**src/rtl/conv_acc_bank_if.sv**
```systemverilog
// Stream interface of conv_acc_bank: partial-sum input beats and the registered result output.
// master drives beats and out_ready; slave is the accumulator.
interface conv_acc_bank_if #(
  parameter int unsigned DATA_W   = 16,
  parameter int unsigned PLANE_AW = 3
);
  logic                in_valid;
  logic                in_ready;
  logic                in_first;
  logic                in_last;
  logic [DATA_W-1:0]   sum_muladd;
  logic                out_valid;
  logic                out_ready;
  logic [DATA_W-1:0]   out_data;
  logic [PLANE_AW-1:0] out_plane;

  modport master (
    output in_valid, in_first, in_last, sum_muladd, out_ready,
    input  in_ready, out_valid, out_data, out_plane
  );

  modport slave (
    input  in_valid, in_first, in_last, sum_muladd, out_ready,
    output in_ready, out_valid, out_data, out_plane
  );
endinterface

```
**src/rtl/conv_acc_bank.sv**
```systemverilog
// Bias-adding framed accumulator with per-plane bias table and registered valid/ready output.
// Define ACC_SAT_EN to clamp results to DATA_W and enable the sticky sat flag.
module conv_acc_bank #(
  parameter int unsigned DATA_W     = 16,
  parameter int unsigned ACC_W      = 24,
  parameter int unsigned NUM_PLANES = 6,
  localparam int unsigned PLANE_AW  = $clog2(NUM_PLANES)
) (
  input  logic                clk,
  input  logic                rst_n,
  conv_acc_bank_if.slave      bus,
  input  logic                plane_rdy_i,
  input  logic                bias_we_i,
  input  logic [PLANE_AW-1:0] bias_addr_i,
  input  logic [DATA_W-1:0]   bias_data_i,
  output logic                err_o,
  output logic                sat_o
);

  typedef enum logic [0:0] {StIdle, StAcc} state_e;

  state_e              state_q, state_d;
  logic [ACC_W-1:0]    acc_q, acc_d;
  logic [PLANE_AW-1:0] plane_q, plane_d;
  logic [PLANE_AW-1:0] frame_plane_q, frame_plane_d;
  logic [DATA_W-1:0]   bias_q [NUM_PLANES];
  logic                out_valid_q, out_valid_d;
  logic [DATA_W-1:0]   out_data_q, out_data_d;
  logic [PLANE_AW-1:0] out_plane_q, out_plane_d;
  logic                err_q, err_d;

  logic                in_ready;
  logic                accept;
  logic                load_out;
  logic [ACC_W-1:0]    sum_ext;
  logic [ACC_W-1:0]    bias_ext;
  logic [ACC_W-1:0]    acc_next;
  logic [DATA_W-1:0]   conv_data;

  assign in_ready = !out_valid_q || bus.out_ready;
  assign accept   = bus.in_valid && in_ready;
  assign sum_ext  = ACC_W'($signed(bus.sum_muladd));
  assign bias_ext = ACC_W'($signed(bias_q[plane_q]));
  // A first beat always restarts from the bias, even when it aborts an open frame.
  assign acc_next = bus.in_first ? (bias_ext + sum_ext) : (acc_q + sum_ext);

`ifdef ACC_SAT_EN
  localparam logic [DATA_W-1:0] MaxVal = {1'b0, {(DATA_W-1){1'b1}}};
  logic [ACC_W-DATA_W:0] top_bits;
  logic                  sat_hit;
  logic                  sat_q;

  // Value fits in DATA_W only when every bit above the result sign matches it.
  assign top_bits  = acc_next[ACC_W-1:DATA_W-1];
  assign sat_hit   = !((&top_bits) || !(|top_bits));
  assign conv_data = !sat_hit ? acc_next[DATA_W-1:0] :
                     (acc_next[ACC_W-1] ? ~MaxVal : MaxVal);

  always_ff @(posedge clk or negedge rst_n) begin
    if (!rst_n) begin
      sat_q <= 1'b0;
    end else if (load_out && sat_hit) begin
      sat_q <= 1'b1;
    end
  end

  assign sat_o = sat_q;
`else
  assign conv_data = acc_next[DATA_W-1:0];
  assign sat_o     = 1'b0;
`endif

  assign plane_d = !plane_rdy_i ? plane_q :
                   (plane_q == PLANE_AW'(NUM_PLANES - 1)) ? '0 : plane_q + 1'b1;

  always_comb begin
    state_d       = state_q;
    acc_d         = acc_q;
    frame_plane_d = frame_plane_q;
    err_d         = err_q;
    out_valid_d   = out_valid_q;
    out_data_d    = out_data_q;
    out_plane_d   = out_plane_q;
    load_out      = 1'b0;

    if (out_valid_q && bus.out_ready) begin
      out_valid_d = 1'b0;
    end

    if (accept) begin
      unique case (state_q)
        StIdle:  if (!bus.in_first) err_d = 1'b1;
        StAcc:   if (bus.in_first) err_d = 1'b1;
        default: ;
      endcase

      // Beats outside a frame that do not open one are dropped.
      if (bus.in_first || state_q == StAcc) begin
        acc_d = acc_next;
        if (bus.in_first) begin
          frame_plane_d = plane_q;
        end
        if (bus.in_last) begin
          load_out    = 1'b1;
          out_valid_d = 1'b1;
          out_data_d  = conv_data;
          out_plane_d = bus.in_first ? plane_q : frame_plane_q;
          state_d     = StIdle;
        end else begin
          state_d = StAcc;
        end
      end
    end
  end

  always_ff @(posedge clk or negedge rst_n) begin
    if (!rst_n) begin
      state_q       <= StIdle;
      acc_q         <= '0;
      plane_q       <= '0;
      frame_plane_q <= '0;
      out_valid_q   <= 1'b0;
      out_data_q    <= '0;
      out_plane_q   <= '0;
      err_q         <= 1'b0;
    end else begin
      state_q       <= state_d;
      acc_q         <= acc_d;
      plane_q       <= plane_d;
      frame_plane_q <= frame_plane_d;
      out_valid_q   <= out_valid_d;
      out_data_q    <= out_data_d;
      out_plane_q   <= out_plane_d;
      err_q         <= err_d;
    end
  end

  // Registered table: a same-cycle read of the written entry sees the old word.
  always_ff @(posedge clk or negedge rst_n) begin
    if (!rst_n) begin
      for (int i = 0; i < NUM_PLANES; i++) begin
        bias_q[i] <= '0;
      end
    end else if (bias_we_i) begin
      for (int i = 0; i < NUM_PLANES; i++) begin
        if (bias_addr_i == PLANE_AW'(i)) begin
          bias_q[i] <= bias_data_i;
        end
      end
    end
  end

  assign bus.in_ready  = in_ready;
  assign bus.out_valid = out_valid_q;
  assign bus.out_data  = out_data_q;
  assign bus.out_plane = out_plane_q;
  assign err_o         = err_q;

endmodule

```
**src/flat_wrapper.sv**
```systemverilog
// flat-port wrapper written by rule: the top's interface ports become plain ports
module conv_acc_bank_flat 
#(
  parameter int unsigned DATA_W     = 16,
  parameter int unsigned ACC_W      = 24,
  parameter int unsigned NUM_PLANES = 6,
  localparam int unsigned PLANE_AW  = $clog2(NUM_PLANES)
)
  (clk, rst_n, plane_rdy_i, bias_we_i, bias_addr_i, bias_data_i, err_o, sat_o, bus_in_valid, bus_in_first, bus_in_last, bus_sum_muladd, bus_out_ready, bus_in_ready, bus_out_valid, bus_out_data, bus_out_plane);
  conv_acc_bank_if #(.DATA_W(DATA_W), .PLANE_AW((3))) bus_i ();
  input  logic clk;
  input  logic rst_n;
  input  logic plane_rdy_i;
  input  logic bias_we_i;
  input  logic [PLANE_AW-1:0] bias_addr_i;
  input  logic [DATA_W-1:0] bias_data_i;
  output logic err_o;
  output logic sat_o;
  input wire logic [$bits(bus_i.in_valid)-1:0] bus_in_valid;
  input wire logic [$bits(bus_i.in_first)-1:0] bus_in_first;
  input wire logic [$bits(bus_i.in_last)-1:0] bus_in_last;
  input wire logic [$bits(bus_i.sum_muladd)-1:0] bus_sum_muladd;
  input wire logic [$bits(bus_i.out_ready)-1:0] bus_out_ready;
  output wire logic [$bits(bus_i.in_ready)-1:0] bus_in_ready;
  output wire logic [$bits(bus_i.out_valid)-1:0] bus_out_valid;
  output wire logic [$bits(bus_i.out_data)-1:0] bus_out_data;
  output wire logic [$bits(bus_i.out_plane)-1:0] bus_out_plane;
  assign bus_i.in_valid = bus_in_valid;
  assign bus_i.in_first = bus_in_first;
  assign bus_i.in_last = bus_in_last;
  assign bus_i.sum_muladd = bus_sum_muladd;
  assign bus_i.out_ready = bus_out_ready;
  assign bus_in_ready = bus_i.in_ready;
  assign bus_out_valid = bus_i.out_valid;
  assign bus_out_data = bus_i.out_data;
  assign bus_out_plane = bus_i.out_plane;
  conv_acc_bank #(.DATA_W(DATA_W), .ACC_W(ACC_W), .NUM_PLANES(NUM_PLANES)) u_core (.clk(clk), .rst_n(rst_n), .bus(bus_i), .plane_rdy_i(plane_rdy_i), .bias_we_i(bias_we_i), .bias_addr_i(bias_addr_i), .bias_data_i(bias_data_i), .err_o(err_o), .sat_o(sat_o));
endmodule
```
**config.mk**
```make
export PLATFORM = sky130hd
export DESIGN_NAME = conv_acc_bank_flat
export DESIGN_NICKNAME = d
export VERILOG_FILES = /design/src/rtl/conv_acc_bank_if.sv /design/src/rtl/conv_acc_bank.sv /design/src/flat_wrapper.sv
export SDC_FILE = /design/constraint.sdc
export NUM_CORES = 1
export LEC_CHECK = 0
export ABC_AREA = 1
export BUFFER_PORTS_ARGS = -buffer_cell sky130_fd_sc_hd__buf_2
export CAP_MARGIN = 20
export CORE_MARGIN = 1.5
export CORE_UTILIZATION = 60
export CTS_BUF_LIST = sky130_fd_sc_hd__clkbuf_4 sky130_fd_sc_hd__clkbuf_8 sky130_fd_sc_hd__clkbuf_16
export DETAILED_ROUTE_END_ITERATION = 10
export PLACE_DENSITY = 0.8
export SYNTH_ARGS = -nofsm -noshare
export SYNTH_HDL_FRONTEND = slang
export SYNTH_SLANG_ARGS = --single-unit
```
**constraint.sdc**
```tcl
create_clock -name clk -period 3.35 [get_ports clk]
set_input_delay 0.5025 -clock clk [delete_from_list [all_inputs] [get_ports clk]]
set_output_delay 0.5025 -clock clk [all_outputs]
set_load 0.01 [all_outputs]
```
==> Implementation_results.wiki, run 1 <==
{| class="wikitable"
! Metric !! Value
|-
| Pint || 4.43 mW
|-
| Sequential element share of the synthesized area || 44.3%
|-
| Met1 track demand over resource || 38.7%
|-
| Period Utilization, post-route || 89.3%
|-
| Worst slew slack as a fraction of its limit || 29.2%
|-
| Net count after synthesis || 1,147
|-
| RSZ-0062 raised after global routing || no
|-
| Avg Vias per Cell || 5.52
|-
| CP endpoint || u_core.bus.out_data[14]
|-
| Placement-stage worst setup slack || 0.402 ns
|-
| Total power density per cell area || 833 nW/um2
|-
| Top area cells in the synthesized netlist || sky130_fd_sc_hd__dfrtp_1 44%, sky130_fd_sc_hd__nand2_1 19%, sky130_fd_sc_hd__o21ai_0 8.6%
|-
| Clock period minus final worst setup slack || 2.99 ns
|-
| Number of filler instances in the final layout || 1,089
|-
| Layout-stage area growth over the synthesis result || 12.9%
|-
| Setup Buffers After CTS || 0
|-
| Origin of the critical flop-to-flop path || u_core.plane_q[1]
|-
| Share of power burned in combinational logic || 41.8%
|-
| Clk Latency, worst-skew pair || 0.43 ns
|-
| Share of total power in sequential cells || 32.3%
|-
| Max FO, Critical Path || 16
|-
| Worst Path Arrival || 3.30 ns
|-
| Busiest metal layer after global routing || met2
|-
| Mean post-synth cell area || 7.39 um2
|-
| Global route total overflow || 0
|-
| Total I/O pin count || 66
|-
| Min-delay worst type || in2async
|-
| Die Y || 118 um
|-
| Proportion of layout cells with a drive suffix above 1 || 11.3%
|-
| Total count of hold-check failures in the final report || 0
|-
| Std-Cell Core Area || 12,700 um2
|-
| Endpoint of the worst register-to-register path || u_core.bus.out_data[14]
|-
| Count of endpoints failing setup in the final report || 0
|-
| Number of antenna violations at the first check in global routing || 0
|-
| Type of the worst setup path || reg2reg
|-
| Max capacitance violation total || 0
|-
| Die area || 13,900 um2
|-
| Clock-pin slew of the registers on the worst-case setup and hold paths || 0.06 ns
|-
| Post-synthesis register bit count || 140
|-
| Net switching power || 3.01 mW
|-
| Hold-fix buffer count after cts || 0
|-
| Pin slew with the least headroom to its limit || 1.06 ns
|-
| Initial Util || 62.2%
|-
| Min setup slack post-route || 0.357 ns
|-
| Drc violations || 0
|-
| Clock tree from TritonCTS || done
|-
| Peak clock frequency supported by timing || 0.334 GHz
|-
| Final HPWL from detailed placement || 13,300 um
|-
| Number of global-route vias before repair || 6,809
|-
| Fraction of power consumed by the clock network || 25.9%
|-
| PortBufs || 64
|-
| Synth Instances || 1,071
|-
| Worst setup path startpoint || u_core.plane_q[1]
|-
| Clock Skew || 0.00943 ns
|-
| Number of gates given a new drive strength after cts || 0
|-
| Number of distinct library cells after synthesis || 39
|-
| Drt first pass iters || 5
|-
| Library cell with the largest summed area after synthesis || sky130_fd_sc_hd__dfrtp_1
|-
| Die X || 118 um
|-
| Critical path capture point type || register
|-
| Flop-to-flop setup slack || 0.36 ns
|-
| Total number of vias || 7,193
|-
| Inserted Clock Buffers || 17
|-
| Fraction of post-synthesis cell area in the top cell type by area || 44.3%
|-
| Share of flip-flops with an asynchronous set or reset || 100%
|-
| Clock net sink count || 140
|-
| Required @ worst endpoint || 3.66 ns
|-
| Total routing usage reported by global routing || 29.4%
|-
| Total length of routed wires || 19,400 um
|-
| Number of cell instances on the worst register-to-register path || 16
|-
| Post-synth EDFFs || 0
|-
| CTS H-tree lvls || 4
|-
| Number of buffers between clock root and the deepest sink || 2
|-
| Worst supply voltage drop on vdd || 0.446 mV
|-
| Grt met3 use || 5.57%
|-
| Crit path launch type || register
|-
| Netlist Area Pre-Place || 7910 um2
|-
| Diode insertion count for antenna repair || 0
|-
| Number of warnings reported in the yosys synthesis log || 0
|-
| Number of nets in the layout || 1,195
|-
| Final Wtd Congestion || 0.906
|-
| Minimum hold slack || 0.0595 ns
|-
| Most frequent cell after synthesis || sky130_fd_sc_hd__nand2_1
|-
| Largest net degree at the start of global routing || 61
|-
| Total number of placement rows || 41
|-
| Cell leakage power || 4.72 nW
|-
| Global-route wire length before repair || 32,500 um
|-
| Top cells by instance count after synthesis || 394 x sky130_fd_sc_hd__nand2_1, 140 x sky130_fd_sc_hd__dfrtp_1, 136 x sky130_fd_sc_hd__o21ai_0, 90 x sky130_fd_sc_hd__inv_1, 71 x sky130_fd_sc_hd__nor2_1
|-
| Main flop type after synthesis || sky130_fd_sc_hd__dfrtp_1
|-
| Final Max Slew Viols || 0
|-
| Antenna-violating nets left || 0
|-
| Root buf cell || sky130_fd_sc_hd__clkbuf_16
|-
| Setup_tns || 0 ns
|-
| Met2 track utilization from global routing || 47.9%
|-
| DR WL/cell || 14.8 um
|-
| Status || finished clean
|-
| Starting DRC count in detailed routing || 572
|-
| Switching portion of total power || 40.5%
|}
[cell families after synthesis]
group / count (synthesis) / share of synthesized area, %
buffers and inverters: 142 / 7.34
flip-flops: 140 / 44.3
AND/OR/NAND/NOR: 546 / 28.4
AO/OA/AOI/OAI: 203 / 13.9
other: 1 / 0.0474
adder cells (fa/ha/maj): 33 / 5.41
XOR/XNOR: 6 / 0.664
[layout make-up]
type	count	area (um2)	area share, %
Clock inverter	11	131	1.47
Inverter	98	370	4.15
Sequential cell	140	3500	39.2
Timing Repair Buffer	73	407	4.55
Clock buffer	21	474	5.31
Multi-Input combinational cell	789	3830	42.9
Tap cell	172	215	2.41
[layer usage]
layer	vias to the layer above	routed length, um
li1	3552	-
met5	-	0
met1	3387	8600
met3	42	1070
met4	0	512
met2	212	9180
[metrics by stage]
| stage | power [mW] | cell area (um2) | instances | util (%) |
|---|---|---|---|---|
| 2_1_floorplan | 4.66 | 7910 | 1071 | - |
| 5_1_grt | 8.02 | 8930 | 1304 | 70.2 |
| 6_report | 7.44 | 8930 | 1304 | 70.2 |
| 3_3_place_gp | 5.39 | 8320 | 1272 | 65.4 |
| 4_1_cts | 7.44 | 8930 | 1304 | 70.2 |
| 3_5_place_dp | 5.47 | 8320 | 1272 | 65.4 |
[critical path, stage by stage, from the launching register on]
cell and delay, ns:
sky130_fd_sc_hd__dfrtp_1 0.57, sky130_fd_sc_hd__nor2_4 0.41, sky130_fd_sc_hd__o21ai_0 0.15, sky130_fd_sc_hd__o221ai_1 0.22
sky130_fd_sc_hd__ha_1 0.21, sky130_fd_sc_hd__inv_1 0.05, sky130_fd_sc_hd__fa_1 0.41, sky130_fd_sc_hd__inv_1 0.08
sky130_fd_sc_hd__nand4_1 0.09, sky130_fd_sc_hd__nand2_1 0.17, sky130_fd_sc_hd__nand2_1 0.10, sky130_fd_sc_hd__nand2_1 0.07
sky130_fd_sc_hd__nand2_1 0.05, sky130_fd_sc_hd__nand3_1 0.08, sky130_fd_sc_hd__nand2_1 0.09, sky130_fd_sc_hd__nand2_1 0.07
sky130_fd_sc_hd__nand2_1 0.05
[registers in the layout, indices dropped and copies added (netlist names)]
| name | flops |
|---|---|
| u_core.err_o | 1 |
| u_core.state_q | 1 |
| u_core.acc_q | 16 |
| u_core.bus.out_valid | 1 |
| u_core.frame_plane_q | 3 |
| u_core.bias_q | 96 |
| u_core.bus.out_plane | 3 |
| u_core.bus.out_data | 16 |
| u_core.plane_q | 3 |
[power by group through the flow]
stage               sequential [mW]  clock, mW  combinational (mW)
floorplan                      2.41          0                2.26
global placement               2.41          0                2.98
detailed placement             2.42          0                3.05
CTS                            2.40       1.95                3.10
global route                   2.46       2.02                3.54
finish                         2.40       1.92                3.11
[how the worst min path moves through the flow]
stage | cells past startpoint | start | slack (ns) | to
final | 1 | rst_n | 0.06 | u_core.bus.out_data[0]
after global routing | 1 | rst_n | 0.1 | u_core.err_o
after CTS | 1 | rst_n | 0.06 | u_core.err_o
after detailed placement | 1 | u_core.err_o | 0.46 | u_core.err_o
after global placement | 1 | u_core.err_o | 0.46 | u_core.err_o
after floorplan | 0 | rst_n | 0.21 | u_core.acc_q[0]
[cells in the final DEF (no fill, tap or decap), types with 3 or more instances in the layout]
cell type                    synthesis  layout
sky130_fd_sc_hd__o21ai_0           136     136
sky130_fd_sc_hd__o221ai_1           14      14
sky130_fd_sc_hd__nor3_1              3       3
sky130_fd_sc_hd__nand2_2             3       3
sky130_fd_sc_hd__and2_1              5       5
sky130_fd_sc_hd__buf_4               3       8
sky130_fd_sc_hd__nand3_1            40      40
sky130_fd_sc_hd__ha_1               31      31
sky130_fd_sc_hd__dfrtp_1           140     140
sky130_fd_sc_hd__nor2_1             71      71
sky130_fd_sc_hd__nand2_1           394     394
sky130_fd_sc_hd__clkbuf_8            0       3
sky130_fd_sc_hd__nand3_2             3       3
sky130_fd_sc_hd__inv_1              90      90
sky130_fd_sc_hd__nand4_1             6       6
sky130_fd_sc_hd__nand3b_1           10      10
sky130_fd_sc_hd__inv_2               5       5
sky130_fd_sc_hd__inv_6               0       4
sky130_fd_sc_hd__buf_2              15      63
sky130_fd_sc_hd__o21ai_1            11      11
sky130_fd_sc_hd__nor3_2              4       4
sky130_fd_sc_hd__or2_1               3       3
sky130_fd_sc_hd__a21oi_1            32      32
sky130_fd_sc_hd__clkbuf_16           0      17
sky130_fd_sc_hd__clkinvlp_4          0       3
sky130_fd_sc_hd__xor2_1              5       5
No activity file was read; power rests on OpenSTA's default activity.
==> inputs of run 2 (changes only) <==
--- a/config.mk
+++ b/config.mk
@@ -12,7 +12,7 @@
 export CORE_UTILIZATION = 60
 export CTS_BUF_LIST = sky130_fd_sc_hd__clkbuf_4 sky130_fd_sc_hd__clkbuf_8 sky130_fd_sc_hd__clkbuf_16
 export DETAILED_ROUTE_END_ITERATION = 10
-export PLACE_DENSITY = 0.8
+export PLACE_DENSITY = 0.77
 export SYNTH_ARGS = -nofsm -noshare
 export SYNTH_HDL_FRONTEND = slang
 export SYNTH_SLANG_ARGS = --single-unit
==> run 2 against run 1 <==
Against the previous run: first-iteration DRC count up 24%; die area unchanged; sequential power about the same; largest cell class unchanged; routed wire length up 2.5%; highest routed layer unchanged; hold slack better by 0.015 ns; clock skew down 0.0040 ns; design area up 0.62%; utilization up 0.43 points; via count up 0.15%; worst setup slack better by 0.046 ns; critical path depth unchanged.
==> Implementation_results.wiki, run 2 (synthesis results as in run 1) <==
{| class="wikitable"
! Metric !! Value
|-
| Share of power burned in combinational logic || 41.6% (-0.2 points)
|-
| Layout-stage area growth over the synthesis result || 13.6%
|-
| Number of nets in the layout || 1,197 (+0.17%)
|-
| DR WL/cell || 15.2 um (+2.3%)
|-
| Drt first pass iters || 5 (unchanged)
|-
| Instance count on the critical path || 16 (unchanged)
|-
| Flip-flop count of the largest register after layout || 96 (unchanged)
|-
| Non-filler instance count after layout || 1,306 (+0.15%)
|-
| Share of total power in sequential cells || 32.0% (-0.3 points)
|-
| Diode insertion count for antenna repair || 0 (unchanged)
|-
| Total count of hold-check failures in the final report || 0 (unchanged)
|-
| Inserted Clock Buffers || 17 (unchanged)
|-
| Cell-by-cell trace of the critical path || inv_2 -> nor2_4 -> o21ai_0 -> o221ai_1 -> ha_1 -> inv_1 -> fa_1 -> nor2_1 -> nor2_1 -> nand3b_1 -> nand3_1 -> nand2_1 -> nand3_1 -> nand2_1 -> nand2_1 -> nand2_1
|-
| Global route total overflow || 0 (unchanged)
|-
| Min-delay worst type || in2async
|-
| Hold-fix buffer count after cts || 0 (unchanged)
|-
| Most frequent standard cell in the layout excluding fill and tap cells || sky130_fd_sc_hd__nand2_1
|-
| Critical path capture point type || register
|-
| Type of the worst setup path || reg2reg
|-
| PortBufs || 64 (unchanged)
|-
| Required @ worst endpoint || 3.66 ns (about the same)
|-
| Pin slew with the least headroom to its limit || 1.07 ns (+0.00960 ns)
|-
| Die Y || 118 um (unchanged)
|-
| Total number of vias || 7,204 (+0.15%)
|-
| Commonest cells after routing, fill and taps aside || 394 x sky130_fd_sc_hd__nand2_1, 140 x sky130_fd_sc_hd__dfrtp_1, 136 x sky130_fd_sc_hd__o21ai_0
|-
| Final HPWL from detailed placement || 13,600 um (+2.5%)
|-
| Largest net degree at the start of global routing || 68 (+11%)
|-
| Largest Register || u_core.bias_q
|-
| Root buf cell || sky130_fd_sc_hd__clkbuf_16
|-
| Status || finished clean
|-
| Largest stage delay on the critical path || 0.42 ns (-0.15 ns)
|-
| Total power density per cell area || 840 nW/um2 (+0.80%)
|-
| Net switching power || 3.05 mW (+1.3%)
|-
| Global-route wire length before repair || 33,500 um (+3.1%)
|-
| Number of global-route vias before repair || 6,840 (+0.46%)
|-
| Number of cell instances on the worst register-to-register path || 16 (unchanged)
|-
| Summed area of non-filler cells in the final layout || 8980 um2 (+0.62%)
|-
| Switching portion of total power || 40.4% (-0.052 points)
|-
| Instance area after placement || 8330 um2 (about the same)
|-
| Final Wtd Congestion || 0.874 (-3.5%)
|-
| Starting DRC count in detailed routing || 711 (+24%)
|-
| Setup Buffers After CTS || 0 (unchanged)
|-
| Worst Path Arrival || 3.26 ns (-0.04 ns)
|-
| Crit path launch type || register
|-
| Clock Skew || 0.00541 ns (-0.00402 ns)
|-
| Avg Vias per Cell || 5.52 (about the same)
|-
| Pint || 4.49 mW (+1.5%)
|-
| Die X || 118 um (unchanged)
|-
| Antenna-violating nets left || 0 (unchanged)
|-
| Total length of routed wires || 19,800 um (+2.5%)
|-
| Clock-pin slew of the registers on the worst-case setup and hold paths || 0.06 ns (about the same)
|-
| Setup_tns || 0 ns (unchanged)
|-
| Period Utilization, post-route || 88.0% (-1.4 points)
|-
| Total buffers and inverters traversed by the critical path || 2 (unchanged)
|-
| Most used cell along the critical path || sky130_fd_sc_hd__nand2_1
|-
| Total I/O pin count || 66 (unchanged)
|-
| Dpl cells || 1,273 (+0.079%)
|-
| Max FO, Critical Path || 19 (+3)
|-
| CP delay by family, top || simple AND/OR/NAND/NOR gates
|-
| Total number of placement rows || 41 (unchanged)
|-
| Cell leakage power || 4.74 nW (+0.42%)
|-
| Clock tree from TritonCTS || done
|-
| Drc violations || 0 (unchanged)
|-
| Fraction of power consumed by the clock network || 26.4% (+0.5 points)
|-
| CTS H-tree lvls || 4 (unchanged)
|-
| RSZ-0062 raised after global routing || no
|-
| Initial Util || 62.2% (unchanged)
|-
| Number of buffers between clock root and the deepest sink || 2 (unchanged)
|-
| Total routing usage reported by global routing || 30.2% (+0.77 points)
|-
| Number of antenna violations at the first check in global routing || 0 (unchanged)
|-
| Max capacitance violation total || 0 (unchanged)
|-
| Die area || 13,900 um2 (unchanged)
|-
| Count of endpoints failing setup in the final report || 0 (unchanged)
|-
| Clk Latency, worst-skew pair || 0.43 ns (about the same)
|-
| Std-Cell Core Area || 12,700 um2 (unchanged)
|-
| Peak clock frequency supported by timing || 0.339 GHz (+1.6%)
|-
| Worst slew slack as a fraction of its limit || 28.5% (-0.64 points)
|-
| Cell at the slowest stage of the critical path || sky130_fd_sc_hd__fa_1
|-
| Worst supply voltage drop on vdd || 0.456 mV (+2.3%)
|-
| Clock net sink count || 140 (unchanged)
|-
| Number of gates given a new drive strength after cts || 0 (unchanged)
|-
| Clock period minus final worst setup slack || 2.95 ns (-0.0463 ns)
|-
| Final Max Slew Viols || 0 (unchanged)
|-
| Proportion of layout cells with a drive suffix above 1 || 11.5% (+0.16 points)
|}
## run 2: final timing paths
check	from	end	slack [ns]
hold / removal	rst_n	u_core.bus.out_data[3]	0.07
hold reg to reg	u_core.bus.out_plane[1]	u_core.bus.out_plane[1]	0.47
setup / recovery	u_core.plane_q[2]	u_core.bus.out_data[12]	0.40
setup reg to reg	u_core.plane_q[2]	u_core.bus.out_data[12]	0.40
max in group asynchronous	rst_n	u_core.bias_q[39]	2.52
min in group clk	bus_out_ready	u_core.bus.out_valid	0.33
## run 2: cell type report
| class | instances | area, um2 |
|---|---|---|
| clock buffer | 20 | 467 |
| inverter | 98 | 370 |
| sequential | 140 | 3500 |
| multi-input combinational | 789 | 3830 |
| tap | 172 | 215 |
| clock inverter | 12 | 159 |
| timing repair buffer | 75 | 442 |
| fill | 1075 | 3740 |
## run 2: stage by stage
step | setup WS [ns] | hold slack [ns] | util, % | total power [mW]
2_1_floorplan | 0.821 | 0.207 | - | 4.66
3_3_place_gp | 0.554 | 0.456 | 65.5 | 5.43
3_5_place_dp | 0.472 | 0.461 | 65.5 | 5.51
4_1_cts | 0.469 | 0.100 | 70.4 | 7.52
5_1_grt | 0.0408 | 0.131 | 70.6 | 8.11
6_report | 0.403 | 0.0740 | 70.6 | 7.55
## run 2: layer usage
metal  part of all wire [%]  wire [um]  global-route usage [%]
met1                     46       9050                    41.6
met2                     48       9430                    48.8
met3                    5.1       1010                    5.28
met4                    1.8        351                    9.98
met5                      0          0                       0
## run 2: power by group through the flow
| stage | Combinational, mW | Clock, mW | Sequential [mW] |
|---|---|---|---|
| floorplan | 2.26 | 0 | 2.41 |
| global placement | 3.02 | 0 | 2.41 |
| detailed placement | 3.08 | 0 | 2.43 |
| CTS | 3.11 | 2.00 | 2.41 |
| global route | 3.58 | 2.07 | 2.46 |
| finish | 3.14 | 1.99 | 2.42 |
==> inputs of run 3 (changes only) <==
--- a/config.mk
+++ b/config.mk
@@ -7,12 +7,12 @@
 export LEC_CHECK = 0
 export ABC_AREA = 1
 export BUFFER_PORTS_ARGS = -buffer_cell sky130_fd_sc_hd__buf_2
-export CAP_MARGIN = 20
 export CORE_MARGIN = 1.5
 export CORE_UTILIZATION = 60
 export CTS_BUF_LIST = sky130_fd_sc_hd__clkbuf_4 sky130_fd_sc_hd__clkbuf_8 sky130_fd_sc_hd__clkbuf_16
 export DETAILED_ROUTE_END_ITERATION = 10
 export PLACE_DENSITY = 0.77
+export REMOVE_ABC_BUFFERS = 1
 export SYNTH_ARGS = -nofsm -noshare
 export SYNTH_HDL_FRONTEND = slang
 export SYNTH_SLANG_ARGS = --single-unit
==> run 3 against run 2 <==
Against the previous run: utilization decreased by 0.30 points; critical path type unchanged; critical path depth increased by 1; combinational power is essentially flat; first-iteration DRC count up 14%; design area fell by 0.42%; largest power group unchanged; clock power shrank 6%; hold slack improved by 0.034 ns.
==> Implementation_results.wiki, run 3 (synthesis results as in run 1) <==
{| class="wikitable"
! Metric !! Value
|-
| Status || finished clean
|-
| Root buf cell || sky130_fd_sc_hd__clkbuf_16
|-
| Number of global-route vias before repair || 6,899 (+0.86%)
|-
| Required @ worst endpoint || 3.67 ns (about the same)
|-
| Antenna-violating nets left || 0 (unchanged)
|-
| DR WL/cell || 15.2 um (about the same)
|-
| CTS H-tree lvls || 4 (unchanged)
|-
| Cell leakage power || 4.73 nW (-0.15%)
|-
| Proportion of layout cells with a drive suffix above 1 || 11.5% (+0.078 points)
|-
| Global route total overflow || 0 (unchanged)
|-
| Number of gates given a new drive strength after cts || 0 (unchanged)
|-
| Final Max Slew Viols || 0 (unchanged)
|-
| Flop-to-flop setup slack || 0.43 ns (+0.02 ns)
|-
| Number of nets in the layout || 1,199 (+0.17%)
|-
| Max FO, Critical Path || 19 (unchanged)
|-
| Number of buffers between clock root and the deepest sink || 2 (unchanged)
|-
| Origin of the critical flop-to-flop path || u_core.plane_q[2]
|-
| Worst supply voltage drop on vdd || 0.476 mV (+4.5%)
|-
| Peak clock frequency supported by timing || 0.342 GHz (+0.81%)
|-
| Largest net degree at the start of global routing || 91 (+34%)
|-
| Inserted Clock Buffers || 17 (unchanged)
|-
| Setup Buffers After CTS || 0 (unchanged)
|-
| Min-delay worst type || in2async
|-
| Endpoint of the worst register-to-register path || u_core.bus.out_data[10]
|-
| Std-Cell Core Area || 12,700 um2 (unchanged)
|-
| Pin slew with the least headroom to its limit || 1.14 ns (+0.0690 ns)
|-
| Clock-pin slew of the registers on the worst-case setup and hold paths || 0.06 ns (about the same)
|-
| Total routing usage reported by global routing || 30.4% (+0.17 points)
|-
| Starting DRC count in detailed routing || 811 (+14%)
|-
| PortBufs || 64 (unchanged)
|-
| Max capacitance violation total || 0 (unchanged)
|-
| Diode insertion count for antenna repair || 0 (unchanged)
|-
| Clk Latency, worst-skew pair || 0.44 ns (about the same)
|-
| Drc violations || 0 (unchanged)
|-
| Worst Path Arrival || 3.25 ns (about the same)
|-
| RSZ-0062 raised after global routing || no
|-
| Final HPWL from detailed placement || 13,300 um (-2.6%)
|-
| Final Wtd Congestion || 0.917 (+5.0%)
|-
| Critical path capture point type || register
|-
| Clock period minus final worst setup slack || 2.92 ns (-0.0235 ns)
|-
| Number of cell instances on the worst register-to-register path || 17 (+1)
|-
| Worst slew slack as a fraction of its limit || 23.9% (-4.6 points)
|-
| Drt first pass iters || 6 (+1)
|-
| Total number of vias || 7,274 (+0.97%)
|-
| Die area || 13,900 um2 (unchanged)
|-
| Avg Vias per Cell || 5.57 (+0.89%)
|-
| Global-route wire length before repair || 33,300 um (-0.76%)
|-
| Largest Register || u_core.bias_q
|-
| Count of endpoints failing setup in the final report || 0 (unchanged)
|-
| Period Utilization, post-route || 87.3% (-0.70 points)
|-
| Hold-fix buffer count after cts || 0 (unchanged)
|-
| Clock net sink count || 140 (unchanged)
|-
| Layout-stage area growth over the synthesis result || 13.1%
|-
| Initial Util || 62.2% (unchanged)
|-
| Setup_tns || 0 ns (unchanged)
|-
| Core utilization of the finished layout || 70.3% (-0.30 points)
|-
| Total I/O pin count || 66 (unchanged)
|-
| Total number of placement rows || 41 (unchanged)
|-
| Die X || 118 um (unchanged)
|-
| Total power density per cell area || 827 nW/um2 (-1.5%)
|-
| Total count of hold-check failures in the final report || 0 (unchanged)
|-
| Overall Power || 7.40 mW (-1.9%)
|-
| Clock Skew || 0.00951 ns (+0.00410 ns)
|-
| Die Y || 118 um (unchanged)
|-
| Most frequent standard cell in the layout excluding fill and tap cells || sky130_fd_sc_hd__nand2_1
|-
| Clock tree from TritonCTS || done
|-
| Type of the worst setup path || reg2reg
|-
| Total length of routed wires || 19,800 um (about the same)
|-
| Flip-flop count of the largest register after layout || 96 (unchanged)
|-
| Crit path launch type || register
|-
| Commonest cells after routing, fill and taps aside || 394 x sky130_fd_sc_hd__nand2_1, 140 x sky130_fd_sc_hd__dfrtp_1, 136 x sky130_fd_sc_hd__o21ai_0
|-
| Number of antenna violations at the first check in global routing || 0 (unchanged)
|}
run 3: worst max path at each step:
| stage | end | from | slack (ns) | cells after the start |
|---|---|---|---|---|
| floorplan | u_core.acc_q[12] | u_core.plane_q[0] | 0.40 | 17 |
| global placement | u_core.bus.out_data[10] | u_core.plane_q[2] | 0.58 | 17 |
| detailed placement | u_core.acc_q[10] | u_core.plane_q[2] | 0.48 | 17 |
| CTS | u_core.bus.out_data[10] | u_core.plane_q[2] | 0.45 | 17 |
| global route | u_core.acc_q[14] | u_core.plane_q[2] | 0.11 | 17 |
| finish | u_core.bus.out_data[10] | u_core.plane_q[2] | 0.43 | 17 |
run 3: where the power goes:
part           total [mW]  switching, mW  internal (mW)  leakage, nW
Clock                1.87          0.752           1.11        0.279
Sequential           2.40          0.262           2.14         1.75
Combinational        3.14           2.00           1.13         2.71
Total                7.40           3.02           4.38         4.73
run 3: stage by stage:
stage          hold slack, ns  cells  cell area, um2  setup slack [ns]
2_1_floorplan           0.207   1027            7700             0.404
3_3_place_gp            0.456   1276            8370             0.577
3_5_place_dp            0.461   1276            8370             0.483
4_1_cts                 0.159   1307            8950             0.449
5_1_grt                 0.193   1307            8950             0.108
6_report                0.108   1307            8950             0.427
run 3: layer usage:
metal | vias up | global-route usage (%) | share of wire, %
met1 | 3432 | 39.5 | 44
met3 | 35 | 6.44 | 5.7
met5 | - | 0 | 0
met4 | 0 | 11.1 | 2.1
li1 | 3559 | - | -
met2 | 248 | 50.3 | 48
run 3: worst max-delay path, cell delays in order, from the launching register on:
cell	delay (ns)
sky130_fd_sc_hd__dfrtp_1	0.39
sky130_fd_sc_hd__inv_2	0.19
sky130_fd_sc_hd__nor2_4	0.41
sky130_fd_sc_hd__o21ai_0	0.16
sky130_fd_sc_hd__o221ai_1	0.19
sky130_fd_sc_hd__ha_1	0.20
sky130_fd_sc_hd__inv_1	0.05
sky130_fd_sc_hd__fa_1	0.42
sky130_fd_sc_hd__inv_1	0.08
sky130_fd_sc_hd__nand4_1	0.09
sky130_fd_sc_hd__nand2_1	0.17
sky130_fd_sc_hd__nand2_1	0.10
sky130_fd_sc_hd__nand2_1	0.07
sky130_fd_sc_hd__nand2_1	0.05
sky130_fd_sc_hd__nand3_1	0.09
sky130_fd_sc_hd__o21ai_2	0.07
sky130_fd_sc_hd__nand2_1	0.06
sky130_fd_sc_hd__nand2_1	0.05
run 3: layout make-up:
class	instances	area, um2
multi-input cells	789	3830
fillers	1127	3780
flip-flops and latches	140	3500
repair buffers	77	449
clock buffers	18	439
inverters	98	370
well taps	172	215
clock inverters	13	141
